$ cat src/rtl/dmac_engine_if.sv
// dmac_engine_if: AXI4-Lite-style read/write channel bundle between the DMA engine and memory.
interface dmac_engine_if;
   logic [31:0] araddr_o;
   logic        arvalid_o;
   logic        arready_i;
   logic [31:0] rdata_i;
   logic [1:0]  rresp_i;
   logic        rvalid_i;
   logic        rready_o;
   logic [31:0] awaddr_o;
   logic        awvalid_o;
   logic        awready_i;
   logic [31:0] wdata_o;
   logic [3:0]  wstrb_o;
   logic        wvalid_o;
   logic        wready_i;
   logic [1:0]  bresp_i;
   logic        bvalid_i;
   logic        bready_o;
   modport master (
      output araddr_o, arvalid_o, rready_o, awaddr_o, awvalid_o, wdata_o, wstrb_o, wvalid_o, bready_o,
      input  arready_i, rdata_i, rresp_i, rvalid_i, awready_i, wready_i, bresp_i, bvalid_i
   );
   modport slave (
      input  araddr_o, arvalid_o, rready_o, awaddr_o, awvalid_o, wdata_o, wstrb_o, wvalid_o, bready_o,
      output arready_i, rdata_i, rresp_i, rvalid_i, awready_i, wready_i, bresp_i, bvalid_i
   );
endinterface

$ cat src/rtl/dmac_engine.sv
// dmac_engine: single-beat word-by-word memory copy engine over AXI read and write channels.
module dmac_engine (
   input  logic               clk,
   input  logic               rst_n,
   input  logic [31:0]        src_addr_i,
   input  logic [31:0]        dst_addr_i,
   input  logic [15:0]        byte_len_i,
   input  logic               start_i,
   output logic               done_o,
   output logic               error_o,
   dmac_engine_if.master      axi
);
   typedef enum logic [2:0] {IDLE, RD_ADDR, RD_DATA, WR, WR_RESP} state_e;
   state_e      state_q, state_d;
   logic [31:0] src_q, src_d, dst_q, dst_d, buf_q, buf_d;
   logic [13:0] cnt_q, cnt_d;
   logic        err_q, err_d, aw_done_q, aw_done_d, w_done_q, w_done_d;
   logic        awv, wv, aw_ok, w_ok;
   logic        unused;
   assign unused = ^{byte_len_i[1:0], axi.rresp_i[0], axi.bresp_i[0]};
   always_ff @(posedge clk or negedge rst_n) begin
      if (!rst_n) begin
         state_q   <= IDLE;
         src_q     <= '0;
         dst_q     <= '0;
         buf_q     <= '0;
         cnt_q     <= '0;
         err_q     <= 1'b0;
         aw_done_q <= 1'b0;
         w_done_q  <= 1'b0;
      end else begin
         state_q   <= state_d;
         src_q     <= src_d;
         dst_q     <= dst_d;
         buf_q     <= buf_d;
         cnt_q     <= cnt_d;
         err_q     <= err_d;
         aw_done_q <= aw_done_d;
         w_done_q  <= w_done_d;
      end
   end
   // each write valid falls on its own handshake; WR exits once both have been seen
   assign awv   = (state_q == WR) && !aw_done_q;
   assign wv    = (state_q == WR) && !w_done_q;
   assign aw_ok = aw_done_q || (awv && axi.awready_i);
   assign w_ok  = w_done_q || (wv && axi.wready_i);
   always_comb begin
      state_d   = state_q;
      src_d     = src_q;
      dst_d     = dst_q;
      buf_d     = buf_q;
      cnt_d     = cnt_q;
      err_d     = err_q;
      aw_done_d = 1'b0;
      w_done_d  = 1'b0;
      case (state_q)
         IDLE: if (start_i) begin
            src_d   = src_addr_i;
            dst_d   = dst_addr_i;
            cnt_d   = byte_len_i[15:2];
            err_d   = 1'b0;
            state_d = (byte_len_i[15:2] != 14'd0) ? RD_ADDR : IDLE;
         end
         RD_ADDR: state_d = axi.arready_i ? RD_DATA : RD_ADDR;
         RD_DATA: if (axi.rvalid_i) begin
            buf_d   = axi.rdata_i;
            err_d   = axi.rresp_i[1] ? 1'b1 : err_q;
            state_d = axi.rresp_i[1] ? IDLE : WR;
         end
         WR: begin
            aw_done_d = aw_ok && !w_ok;
            w_done_d  = w_ok && !aw_ok;
            state_d   = (aw_ok && w_ok) ? WR_RESP : WR;
         end
         WR_RESP: if (axi.bvalid_i) begin
            if (axi.bresp_i[1]) begin
               err_d   = 1'b1;
               state_d = IDLE;
            end else begin
               src_d   = src_q + 32'd4;
               dst_d   = dst_q + 32'd4;
               cnt_d   = cnt_q - 14'd1;
               state_d = (cnt_q == 14'd1) ? IDLE : RD_ADDR;
            end
         end
         default: state_d = IDLE;
      endcase
   end
   assign done_o        = (state_q == IDLE);
   assign error_o       = err_q;
   assign axi.araddr_o  = src_q;
   assign axi.arvalid_o = (state_q == RD_ADDR);
   assign axi.rready_o  = (state_q == RD_DATA);
   assign axi.awaddr_o  = dst_q;
   assign axi.awvalid_o = awv;
   assign axi.wdata_o   = buf_q;
   assign axi.wstrb_o   = 4'hF;
   assign axi.wvalid_o  = wv;
   assign axi.bready_o  = (state_q == WR_RESP);
endmodule

$ cat src/flat_wrapper.sv
// flat-port wrapper written by rule: the top's interface ports become plain ports
module dmac_engine_flat 
  (clk, rst_n, src_addr_i, dst_addr_i, byte_len_i, start_i, done_o, error_o, axi_araddr_o, axi_arvalid_o, axi_rready_o, axi_awaddr_o, axi_awvalid_o, axi_wdata_o, axi_wstrb_o, axi_wvalid_o, axi_bready_o, axi_arready_i, axi_rdata_i, axi_rresp_i, axi_rvalid_i, axi_awready_i, axi_wready_i, axi_bresp_i, axi_bvalid_i);
  dmac_engine_if axi_i ();
  input  logic clk;
  input  logic rst_n;
  input  logic [31:0] src_addr_i;
  input  logic [31:0] dst_addr_i;
  input  logic [15:0] byte_len_i;
  input  logic start_i;
  output logic done_o;
  output logic error_o;
  output wire logic [$bits(axi_i.araddr_o)-1:0] axi_araddr_o;
  output wire logic [$bits(axi_i.arvalid_o)-1:0] axi_arvalid_o;
  output wire logic [$bits(axi_i.rready_o)-1:0] axi_rready_o;
  output wire logic [$bits(axi_i.awaddr_o)-1:0] axi_awaddr_o;
  output wire logic [$bits(axi_i.awvalid_o)-1:0] axi_awvalid_o;
  output wire logic [$bits(axi_i.wdata_o)-1:0] axi_wdata_o;
  output wire logic [$bits(axi_i.wstrb_o)-1:0] axi_wstrb_o;
  output wire logic [$bits(axi_i.wvalid_o)-1:0] axi_wvalid_o;
  output wire logic [$bits(axi_i.bready_o)-1:0] axi_bready_o;
  input wire logic [$bits(axi_i.arready_i)-1:0] axi_arready_i;
  input wire logic [$bits(axi_i.rdata_i)-1:0] axi_rdata_i;
  input wire logic [$bits(axi_i.rresp_i)-1:0] axi_rresp_i;
  input wire logic [$bits(axi_i.rvalid_i)-1:0] axi_rvalid_i;
  input wire logic [$bits(axi_i.awready_i)-1:0] axi_awready_i;
  input wire logic [$bits(axi_i.wready_i)-1:0] axi_wready_i;
  input wire logic [$bits(axi_i.bresp_i)-1:0] axi_bresp_i;
  input wire logic [$bits(axi_i.bvalid_i)-1:0] axi_bvalid_i;
  assign axi_araddr_o = axi_i.araddr_o;
  assign axi_arvalid_o = axi_i.arvalid_o;
  assign axi_rready_o = axi_i.rready_o;
  assign axi_awaddr_o = axi_i.awaddr_o;
  assign axi_awvalid_o = axi_i.awvalid_o;
  assign axi_wdata_o = axi_i.wdata_o;
  assign axi_wstrb_o = axi_i.wstrb_o;
  assign axi_wvalid_o = axi_i.wvalid_o;
  assign axi_bready_o = axi_i.bready_o;
  assign axi_i.arready_i = axi_arready_i;
  assign axi_i.rdata_i = axi_rdata_i;
  assign axi_i.rresp_i = axi_rresp_i;
  assign axi_i.rvalid_i = axi_rvalid_i;
  assign axi_i.awready_i = axi_awready_i;
  assign axi_i.wready_i = axi_wready_i;
  assign axi_i.bresp_i = axi_bresp_i;
  assign axi_i.bvalid_i = axi_bvalid_i;
  dmac_engine u_core (.clk(clk), .rst_n(rst_n), .src_addr_i(src_addr_i), .dst_addr_i(dst_addr_i), .byte_len_i(byte_len_i), .start_i(start_i), .done_o(done_o), .error_o(error_o), .axi(axi_i));
endmodule
$ cat config.mk
export PLATFORM = sky130hd
export DESIGN_NAME = dmac_engine_flat
export DESIGN_NICKNAME = d
export VERILOG_FILES = /design/src/rtl/dmac_engine_if.sv /design/src/rtl/dmac_engine.sv /design/src/flat_wrapper.sv
export SDC_FILE = /design/constraint.sdc
export NUM_CORES = 1
export LEC_CHECK = 0
export ABC_AREA = 1
export BUFFER_PORTS_ARGS = -buffer_cell sky130_fd_sc_hd__clkbuf_2
export CAP_MARGIN = 20
export CORE_MARGIN = 1
export CORE_UTILIZATION = 29
export CTS_CLUSTER_DIAMETER = 80
export DETAILED_ROUTE_END_ITERATION = 6
export PLACE_DENSITY = 0.58
export SYNTH_ARGS = -nofsm -noshare
export SYNTH_HDL_FRONTEND = slang
export SYNTH_SLANG_ARGS = --single-unit
$ cat constraint.sdc
create_clock -name clk -period 4.8 [get_ports clk]
set_input_delay 0 -clock clk [delete_from_list [all_inputs] [get_ports clk]]
set_output_delay 0 -clock clk [all_outputs]
set_load 0.05 [all_outputs]
After elaboration in Yosys (flattened, before gate mapping)

Index checks and enable logic that the tools add are counted.
Widths: inputs -> output; s select.

Bits in latches: 0
Memories: 0
Output and inout bits: 107
Memory bits (writable): 0
Register bits after elaboration: 116
Bits in read-only memories: 0
Word-level logic and storage cells: 73

Reduce and logical (&&, ||, !) cells: 21
Eq/ne operators: 11
$add $sub $neg: 3
Bitwise operators: 0
Multipliers: 0
Shift-type cells: 0
Muxes and demuxes: 30
Div/mod/pow operators: 0
$lt $le $gt $ge: 0

Operators by type and width:

| kind                  | number |
|---|---|
| $mux 32               | 6 |
| $pmux 32 s2           | 2 |
| $add 32x3->32 const B | 2 |
| $mux 14               | 3 |
| $pmux 14 s2           | 1 |
| $mux 3                | 5 |
| $pmux 3 s5            | 1 |
| $eq 14x1->1 const B   | 1 |
| $reduce_bool 14->1    | 1 |
| $sub 14x1->14 const B | 1 |
| $mux 1                | 9 |
| $ne 2x1->1 const B    | 4 |
| $logic_and 1x1->1     | 7 |
| $eq 3x2->1 const B    | 2 |
| $reduce_and 6->1      | 1 |
| $logic_not 1->1       | 4 |
| $mux 2                | 2 |
| $ne 2x2->1 const B    | 2 |
| $reduce_and 4->1      | 1 |
| $eq 3x1->1 const B    | 1 |
| $eq 3x3->1 const B    | 1 |
| $logic_not 3->1       | 1 |
| $pmux 1 s3            | 1 |
| $reduce_and 3->1      | 1 |
| other kinds (4)       | 5 |

Longest topological paths before layout

Gate-level depths: netlist of the first run.

Depth after elaboration: 7
Depth in mapped cells: 11

Worst setup path after synthesis of the first run

OpenSTA, ideal clock, no wires.

Kind: register -> register
From: register u_core.state_q[2]
To: register u_core.state_q[0]
Data required time: 4,729 ps
Slack: 2,642 ps
Arrival time: 2,087 ps
Cell stages (with the launch flop): 8
Setup time: 71 ps
Path through: dfrtp_1 > nor3_1 > nand2_1 > nand2_1 > inv_1 > nand3_1 > nor2_1 > nor2_1

Elaborated cells on any way between the ends: 18

RTL lines:

| element                 | RTL line           | RTL |
|---|---|---|
| from (decl)             | dmac_engine.sv:14  | `state_e state_q, state_d;` |
| from (signal assigned)  | dmac_engine.sv:32  | `state_q <= state_d;` |
| $eq 3x1->1              | --                 |  |
| named net axi_arvalid_o | flat_wrapper.sv:14 | `output wire logic [$bits(axi_i.arvalid_o)-1:0] axi_arvalid_o;` |
| $pmux 3 s5              | dmac_engine.sv:56  | `case (state_q)` |

The timed path passes the listed nets, and every way through them passes these cells.
A chain may end at the register's enable or synchronous reset.

Final worst setup path of the first run

From: register u_core.state_q[0]
To: register u_core.dst_q[11], in the netlist u_core.axi.awaddr_o[11]

Cells in the longest elaborated chain, start to end: 3
Elaborated cells on any way between the ends: 8

RTL lines:

| element                                              | RTL line          | RTL |
|---|---|---|
| $eq 3x3->1 / $logic_not 3->1 (equally long branches) | dmac_engine.sv:56 |  |
| $ne 2x1->1 (no source line) (tied with other cells)  | --                |  |
| $reduce_and 4->1 (no source line)                    | --                |  |
| to (signal assigned)                                 | dmac_engine.sv:34 | `dst_q <= dst_d;` |
| to (decl)                                            | dmac_engine.sv:15 | `logic [31:0] src_q, src_d, dst_q, dst_d, buf_q, buf_d;` |

Several ways; a longest one is shown, not always the timed one.

==> metrics, run 1 <==
relative max-transition margin 36.2%; Final Hold Fails 0; final worst-path cycle share 58.8%; Distinct cells, synth 34; CP arrival 3140 ps; Setup crit start kind flip-flop; Placer Congestion 0.906; share of the yosys chip area belonging to registers 39.1%; cells after synthesis 1117; Worst IR Drop VDD 0.000419 V; largest net degree at the start of global routing 73; Final TNS setup 0 ps; clock period minus worst slack 2820 ps; I/O pin count 231; CTS clk-pin slew, worst paths 60 ps; worst hold stages 5; number of buffers on the longest clock path 2; CTS sink cnt 116; vias per cell 4.57; routed via count 8210; total power 7.24 mW; # fillers 2638; Die Ht 162 um; buffers added on ports 222; RSZ-0062 raised after global routing false; DRT Wirelength 25100 um; clk_lat worst skew 430 ps; drc violations 0; initial detailed-routing violation count 476; TritonCTS buffer count 17; die width 162 um; leak pwr 5.15 nW; clk root buf clkbuf_16; Yosys top cell area share 39.1%; most frequent cells in the layout 380 x nand2_1, 225 x nor2_1, 221 x clkbuf_2; Worst-Margin Slew 957 ps; warnings from Yosys 0; NumNets Final 1579; Routed Antenna Nets 0; Tot GR Track Use 19.7%; H-tree Lvls 4; Post-Syn Area per Cell 6.64 um2; Cell Area, Synth 7410 um2; Synth-to-Final Area Change 43.3%; worst endpoint required time 5120 ps; vias in the first global route 8120; Pins Over Slew Limit 0; Max Cap Viol 0; status completed; post-synth top area cell dfrtp_1; global-route wire length before repair 40900 um; initial antenna violation count 3; Total Die Area 26200 um2; pwr/cell area 681 nW/um2; FMAX 354 MHz; Detail Placement HPWL 17600 um; CP Capture Type flip-flop; worst-path fanout max 70; GRT overflow 0; total iterations of the first detailed-routing run 5; setup violators final 0; core area 25100 um2; Initial Util 29.5%; # rows 58; layout cell share with drive strength beyond 1 21.4%; Reg2Reg Depth 10; Final Skew 14.7 ps; Avg WL per Cell 14.0 um; CP Class flip-flop to flip-flop; CTS tree built; Area contributors post-synth dfrtp_1 39%, nand2_1 19%, nor2_1 11%; most common cell after layout, fill and taps aside nand2_1; Yosys reg bits 116; worst min-delay path category primary input to flip-flop
==> flip-flops by register name, summed over array words and instances, names as in the netlist <==
register	flops
u_core.error_o	1
u_core.cnt_q	14
u_core.axi.araddr_o	32
u_core.state_q	3
u_core.axi.wdata_o	32
u_core.w_done_q	1
u_core.aw_done_q	1
u_core.axi.awaddr_o	32
==> area by class of cell <==
cell class              count  area [um2]  share of cell area [%]
inverters                  99         374                    3.52
clock buffers              17         425                    4.00
flip-flops and latches    116        2900                    27.3
diodes                      3        7.51                  0.0707
well taps                 330         413                    3.89
multi-input cells         866        3930                    37.0
repair buffers            351        2380                    22.4
clock inverters            15         191                    1.80
==> critical path, cell delays in order, from the launching register on <==
cell	delay [ps]
dfrtp_1	470
nor2_1	160
nand2_2	230
inv_4	120
buf_4	480
buf_4	690
nand3_1	150
o22ai_1	140
nand2_1	60
nand2_1	70
inv_1	30
==> synthesized netlist by cell type <==
| master | number |
|---|---|
| nand2_1 | 380 |
| xor2_1 | 6 |
| and2_1 | 1 |
| nand3_1 | 88 |
| o21bai_1 | 1 |
| nand2_4 | 1 |
| nor2_2 | 2 |
| nor2_1 | 225 |
| o21ai_1 | 22 |
| buf_2 | 27 |
| buf_6 | 3 |
| nor3_1 | 7 |
| a21oi_1 | 10 |
| inv_2 | 5 |
| o21ai_0 | 46 |
| conb_1 | 1 |
| nor3_4 | 1 |
| mux2_2 | 32 |
| clkbuf_1 | 3 |
| o22ai_1 | 1 |
| nand4_1 | 10 |
| buf_4 | 6 |
| inv_1 | 94 |
| o21a_1 | 1 |
| a21boi_1 | 1 |
| o211ai_1 | 3 |
| nor2_4 | 2 |
| ha_1 | 4 |
| dfrtp_1 | 116 |
| nand2_2 | 4 |
| or2_2 | 5 |
| a31oi_1 | 3 |
| xnor2_1 | 5 |
| mux2i_1 | 1 |
==> path summary, 6_finish.rpt <==
kind,from,slack [ps],end
max,u_core.state_q[0],1980,u_core.axi.awaddr_o[11]
min,dst_addr_i[8],20,u_core.axi.awaddr_o[8]
max reg2reg,u_core.state_q[0],1980,u_core.axi.awaddr_o[11]
min reg2reg,u_core.axi.araddr_o[0],470,u_core.axi.araddr_o[0]
max in group asynchronous,rst_n,3310,u_core.state_q[0]
min in group asynchronous,rst_n,240,u_core.axi.araddr_o[0]
==> power breakdown <==
part | leakage [nW] | internal (mW) | switching [mW]
registers | 1.41 | 1.46 | 0.583
logic | 3.44 | 1.01 | 2.81
clock network | 0.298 | 0.832 | 0.544
total | 5.15 | 3.30 | 3.93
==> per-layer routing <==
metal	track usage [%]	up-vias	wire length, um
li1	-	4198	-
met1	25.0	3764	11500
met2	33.3	223	11700
met3	5.18	25	1520
met4	4.85	0	327
met5	0	-	0
==> cell families (layout without fill, tap and decap cells) <==
logic type / count (synthesis) / in the layout / share of synthesized area [%]
buffers and inverters: 138 / 482 / 8.05
AO/OA/AOI/OAI: 88 / 88 / 6.21
flip-flops: 116 / 116 / 39.1
AND/OR/NAND/NOR: 726 / 726 / 39.6
other: 1 / 7 / 0.0506
multiplexers: 33 / 33 / 5.00
XOR/XNOR: 11 / 11 / 1.30
adder cells (fa/ha/maj): 4 / 4 / 0.675
==> through the flow <==
stage                     setup WS (ps)  hold WS [ps]  cell area, um2  util [%]  std cells
after floorplan                    2640          -296            7430         -       1120
final                              1980          19.8           10600      42.3       1797
after CTS                          1950          4.38           10600      42.3       1794
after global routing               1710          47.6           10600      42.3       1796
after global placement             1970           198            8790      35.0       1641
after detailed placement           1940           194            8790      35.0       1641
==> what timing repair did <==
| item | CTS | global route |
|---|---|---|
| gates resized for setup | 0 | 0 |
| hold endpoints to repair | 184 | 0 |
| hold buffers | 121 | 0 |
| buffers inserted | 0 | 0 |
Power figures use the tool's default switching activity.
==> inputs of run 2 (changes only) <==
PLACE_DENSITY = 0.6   (was 0.58)
clock period = 2.3 ns   (was 4.8 ns; I/O delays follow)
==> run 2 against run 1 <==
- the flow now finishes with violations (negative hold slack)
- sequential power grew 110%
- first-iteration DRC count is the same
- die area is the same
- setup slack lost 1800 ps
- global-route usage shrank 0.30 points
- clock power grew 94%
- final area grew 0.19%
- core utilization grew 0.080 points
- clock skew shrank 7.4 ps
- clock-buffer cell count is the same
==> metrics, run 2 (synthesis results as in run 1) <==
status finished, violations left; failing checks negative hold slack; vias per cell 4.61 (+0.93%); core area 25100 um2 (unchanged); clk_lat worst skew 420 ps (about the same); worst min-delay path category primary input to flip-flop; Die Ht 162 um (unchanged); GRT overflow 0 (unchanged); power share of the sequential group 28.4% (about the same); pwr/cell area 1410 nW/um2 (+110%); worst hold margin -1.06 ps (-20.8 ps); met1 GRT Util 24.9% (-0.052 points); worst-path fanout max 35 (-50%); critical path cell sequence nor2_1, nand2_2, inv_4, buf_4, clkbuf_2; setup violators final 0 (unchanged); CP Capture Type output pin; CTS tree built; Top Usage Layer GRT met2; internal power 6.83 mW (+110%); Placer Congestion 0.899 (-0.77%); clk root buf clkbuf_16; CP arrival 2120 ps (-1020 ps); total iterations of the first detailed-routing run 5 (unchanged); Pins Over Slew Limit 0 (unchanged); Synth-to-Final Area Change 43.6%; worst endpoint required time 2300 ps (-2820 ps); antenna cells 0 (-3); I/O pin count 231 (unchanged); global-route wire length before repair 40500 um (-1.1%); CTS clk-pin slew, worst paths 60 ps (about the same); most common cell after layout, fill and taps aside nand2_1; vias in the first global route 8041 (-0.97%); RSZ-0062 raised after global routing false; drc violations 0 (unchanged); Worst IR Drop VDD 0.00109 V (+160%); H-tree Lvls 4 (unchanged); Final TNS setup 0 ps (unchanged); Sequential Area 2900 um2 (unchanged); Sw Ratio 54.4% (+0.072 points); clock period minus worst slack 2120 ps; Detail Placement HPWL 17400 um (-0.98%); post-route worst setup slack 176 ps (-1800 ps); Initial Util 29.5% (unchanged); TritonCTS buffer count 17 (unchanged); die width 162 um (unchanged); net switching power 8.16 mW (+110%); most frequent cells in the layout 380 x nand2_1, 225 x nor2_1, 221 x clkbuf_2; Worst-Margin Slew 661 ps (-297 ps); largest net degree at the start of global routing 73 (unchanged); CTS sink cnt 116 (unchanged); dpl ws 337 ps (-1600 ps); FMAX 471 MHz; logic gate share of total power 53.7% (+1.0 points); initial detailed-routing violation count 476 (unchanged); met3 Use GR 4.75% (-0.43 points); CP Class flip-flop to output pin; Tot GR Track Use 19.4% (-0.30 points); NumNets Final 1581 (+0.13%); Total Die Area 26200 um2 (unchanged); buffers added on ports 222 (unchanged); Reg2Reg Depth 9 (-1); number of buffers on the longest clock path 2 (unchanged); Setup crit start kind flip-flop; layout cell share with drive strength beyond 1 21.6% (+0.18 points); Avg WL per Cell 14.0 um (about the same); post-layout util 42.4% (+0.080 points); routed via count 8282 (+0.88%); clock share of power 17.9% (-1.1 points); Max stage delay cell, worst path dfrtp_1; met2 Use GR 31.9% (-1.4 points); Routed Antenna Nets 0 (unchanged); area of the multi-input gates 3930 um2 (unchanged); Final Skew 7.32 ps (-7.38 ps); leak pwr 5.16 nW (+0.25%); largest stage delay on the critical path 460 ps (-230 ps); Final Hold Fails 1 (+1); Max Cap Viol 0 (unchanged); initial antenna violation count 1 (-2); DRT Wirelength 25100 um (about the same); # rows 58 (unchanged); relative max-transition margin 56.0% (+20 points); # fillers 2653 (+0.57%); worst hold stages 4 (-1); final worst-path cycle share 92.4%
run 2: repair_timing:
action                                  CTS  global route
hold endpoints to repair                156             0
gates resized for setup                   0             0
setup buffers                             0             0
hold buffers                            120             0
endpoints found under the setup margin    0             0
run 2: worst paths after layout:
check / startpoint / endpoint / slack, ps
setup / recovery: u_core.state_q[0] / axi_bready_o / 180
hold / removal: byte_len_i[4] / u_core.cnt_q[2] / -1
setup reg to reg: u_core.state_q[0] / u_core.state_q[1] / 260
hold reg to reg: u_core.axi.araddr_o[0] / u_core.axi.araddr_o[0] / 480
max in group asynchronous: rst_n / u_core.axi.wdata_o[28] / 1300
min in group asynchronous: rst_n / u_core.axi.araddr_o[0] / 130
run 2: layout make-up:
cell class,instances,share of cell area [%]
Clock buffer,17,4.00
Clock inverter,15,1.47
Inverter,99,3.51
Multi-Input combinational cell,866,36.9
Sequential cell,116,27.3
Tap cell,330,3.88
Timing Repair Buffer,353,23.0
run 2: per-stage QoR:
stage	area, um2	instances	power (mW)
2_1_floorplan	7430	1120	10.0
3_3_place_gp	8860	1644	12.0
3_5_place_dp	8860	1644	12.1
4_1_cts	10600	1796	15.1
5_1_grt	10600	1796	16.0
6_report	10600	1796	15.0
run 2: power by group through the flow:
stage | Clock, mW | Combinational, mW | Sequential [mW]
after floorplan | 0 | 3.15 | 6.89
after global placement | 0 | 7.79 | 4.23
after detailed placement | 0 | 7.88 | 4.27
after CTS | 2.76 | 8.08 | 4.25
after global routing | 2.84 | 8.77 | 4.43
final | 2.68 | 8.05 | 4.26
run 2: worst max-delay path: cells and delay by family (launching register included):
family | cells | cell delay [ps]
simple gates | 2 | 250
flops | 1 | 460
buf+inv | 3 | 970
run 2: routing by layer:
metal | vias up | wire length, um
met5 | - | 13
met4 | 2 | 507
met3 | 35 | 1640
met2 | 290 | 11500
met1 | 3779 | 11400
li1 | 4176 | -
==> inputs of run 3 (changes only) <==
REMOVE_ABC_BUFFERS = 1   (was not set)
==> run 3 against run 2 <==
- clock power rose by 11%
- final cell count fell by 0.11%
- global-route usage fell by 0.18 points
- sequential share of layout area fell by 0.15 points
- wire length fell by 0.76%
- combinational power barely moved
- core utilization rose by 0.23 points
- total power rose by 2.2%
- clock skew rose by 3.8 ps
- sequential cell count did not move
- non-clock buffer count fell by 2
- the flow now finishes without violations
- highest routed layer is now met4
- hold slack improved by 26 ps
==> metrics, run 3 (synthesis results as in run 1) <==
post-route worst setup slack 313 ps (+138 ps); clk_lat worst skew 410 ps (about the same); vias in the first global route 8103 (+0.77%); clk root buf clkbuf_16; most common cell after layout, fill and taps aside nand2_1; CTS sink cnt 116 (unchanged); antenna cells 0 (unchanged); routed via count 8210 (-0.87%); # rows 58 (unchanged); die width 162 um (unchanged); Die Ht 162 um (unchanged); CP Class flip-flop to flip-flop; post-route insts no fill 1794 (-0.11%); total iterations of the first detailed-routing run 5 (unchanged); DRT Wirelength 24900 um (-0.76%); worst hold margin 24.7 ps (+25.7 ps); CTS clk-pin slew, worst paths 60 ps (about the same); layout cell share with drive strength beyond 1 21.9% (+0.23 points); Pins Over Slew Limit 0 (unchanged); Total Die Area 26200 um2 (unchanged); Initial Util 29.5% (unchanged); drc violations 0 (unchanged); CTS tree built; Placer Congestion 0.903 (+0.48%); CP Capture Type flip-flop; Tot GR Track Use 19.3% (-0.18 points); largest net degree at the start of global routing 69 (-5.5%); Worst IR Drop VDD 0.000976 V (-10%); global-route wire length before repair 40500 um (about the same); vias per cell 4.58 (-0.76%); core area 25100 um2 (unchanged); Reg2Reg Depth 10 (+1); NumNets Final 1579 (-0.13%); worst-path fanout max 6 (-83%); DRT met1 WL 11200 um (-1.6%); initial antenna violation count 0 (-1); setup violators final 0 (unchanged); Final Hold Fails 0 (-1); Max Cap Viol 0 (unchanged); buffers added on ports 222 (unchanged); CP arrival 2300 ps (+180 ps); most frequent cells in the layout 380 x nand2_1, 225 x nor2_1, 221 x clkbuf_2; Worst-Margin Slew 530 ps (-130 ps); RSZ-0062 raised after global routing false; clock period minus worst slack 1990 ps (-138 ps); I/O pin count 231 (unchanged); DR WL met3 1650 um (+0.92%); number of buffers on the longest clock path 2 (unchanged); Avg WL per Cell 13.9 um (-0.65%); initial detailed-routing violation count 551 (+16%); worst hold stages 5 (+1); relative max-transition margin 64.5% (+8.5 points); dpl ws 313 ps (-24.7 ps); Synth-to-Final Area Change 44.3%; Routed Antenna Nets 0 (unchanged); Setup crit start kind flip-flop; pwr/cell area 1430 nW/um2 (+1.7%); total power 15.3 mW (+2.2%); worst min-delay path category primary input to flip-flop; TritonCTS buffer count 17 (unchanged); post-layout util 42.6% (+0.23 points); Post-CTS Setup Bufs 0 (unchanged); top routing layer used met4; FMAX 503 MHz (+6.9%); GRT overflow 0 (unchanged); H-tree Lvls 4 (unchanged); leak pwr 5.20 nW (+0.67%); status completed; dpl cells 1647 (+0.18%); Final Skew 11.1 ps (+3.78 ps); metal2 WL 11800 um (+1.8%); worst endpoint required time 2610 ps (+310 ps); final worst-path cycle share 86.4% (-6.0 points); Detail Placement HPWL 17300 um (-0.50%)
run 3: cell types whose count changed in the layout (fill, tap and decap cells not counted), sizes merged:
cell	before	now
inv	101	105
buf	12	15
clkinv	9	3
bufinv	2	4
dlygate4sd3	120	115
run 3: routing by layer:
layer | global-route usage [%] | up-vias
met3 | 4.42 | 22
met4 | 4.89 | 0
met2 | 32.4 | 276
met1 | 24.8 | 3733
met5 | 0 | -
li1 | - | 4179
run 3: path summary, 6_finish.rpt:
kind	start	end	slack [ps]
max	u_core.axi.araddr_o[2]	u_core.axi.araddr_o[20]	310
min in group asynchronous	rst_n	u_core.axi.awaddr_o[27]	110
max in group asynchronous	rst_n	u_core.axi.araddr_o[26]	1450
max reg2reg	u_core.axi.araddr_o[2]	u_core.axi.araddr_o[20]	310
min	start_i	u_core.error_o	20
min reg2reg	u_core.axi.araddr_o[0]	u_core.axi.araddr_o[0]	490
run 3: per-stage QoR:
step / setup TNS [ps] / area (um2)
floorplan: -68130 / 7200
global placement: 0 / 8910
detailed placement: 0 / 8910
CTS: 0 / 10700
global route: 0 / 10700
finish: 0 / 10700
run 3: final cells by class:
class	instances	area, um2
fillers	2578	14400
multi-input cells	866	3930
flip-flops and latches	116	2900
repair buffers	351	2440
clock buffers	17	425
well taps	330	413
inverters	99	374
clock inverters	15	216
run 3: repair_timing:
item,4_1_cts,5_1_grt
hold buffers,115,0
endpoints found under the hold margin,155,0
gates resized for setup,0,0
setup endpoints to repair,0,0
run 3: power by group:
part | switching (mW) | total (mW) | internal [mW] | leakage [nW]
Clock | 1.12 | 2.97 | 1.84 | 0.307
Combinational | 5.88 | 8.06 | 2.18 | 3.48
Sequential | 1.24 | 4.29 | 3.05 | 1.41
run 3: worst max-delay path, cell delays in order (launching register included):
cell	delay, ps
dfrtp_1	440
ha_1	210
nand2_1	80
nor2_1	240
nand2_1	230
nor2_1	340
nand3_1	110
nand2_1	80
nand2_1	40
nand2_1	70
inv_1	40
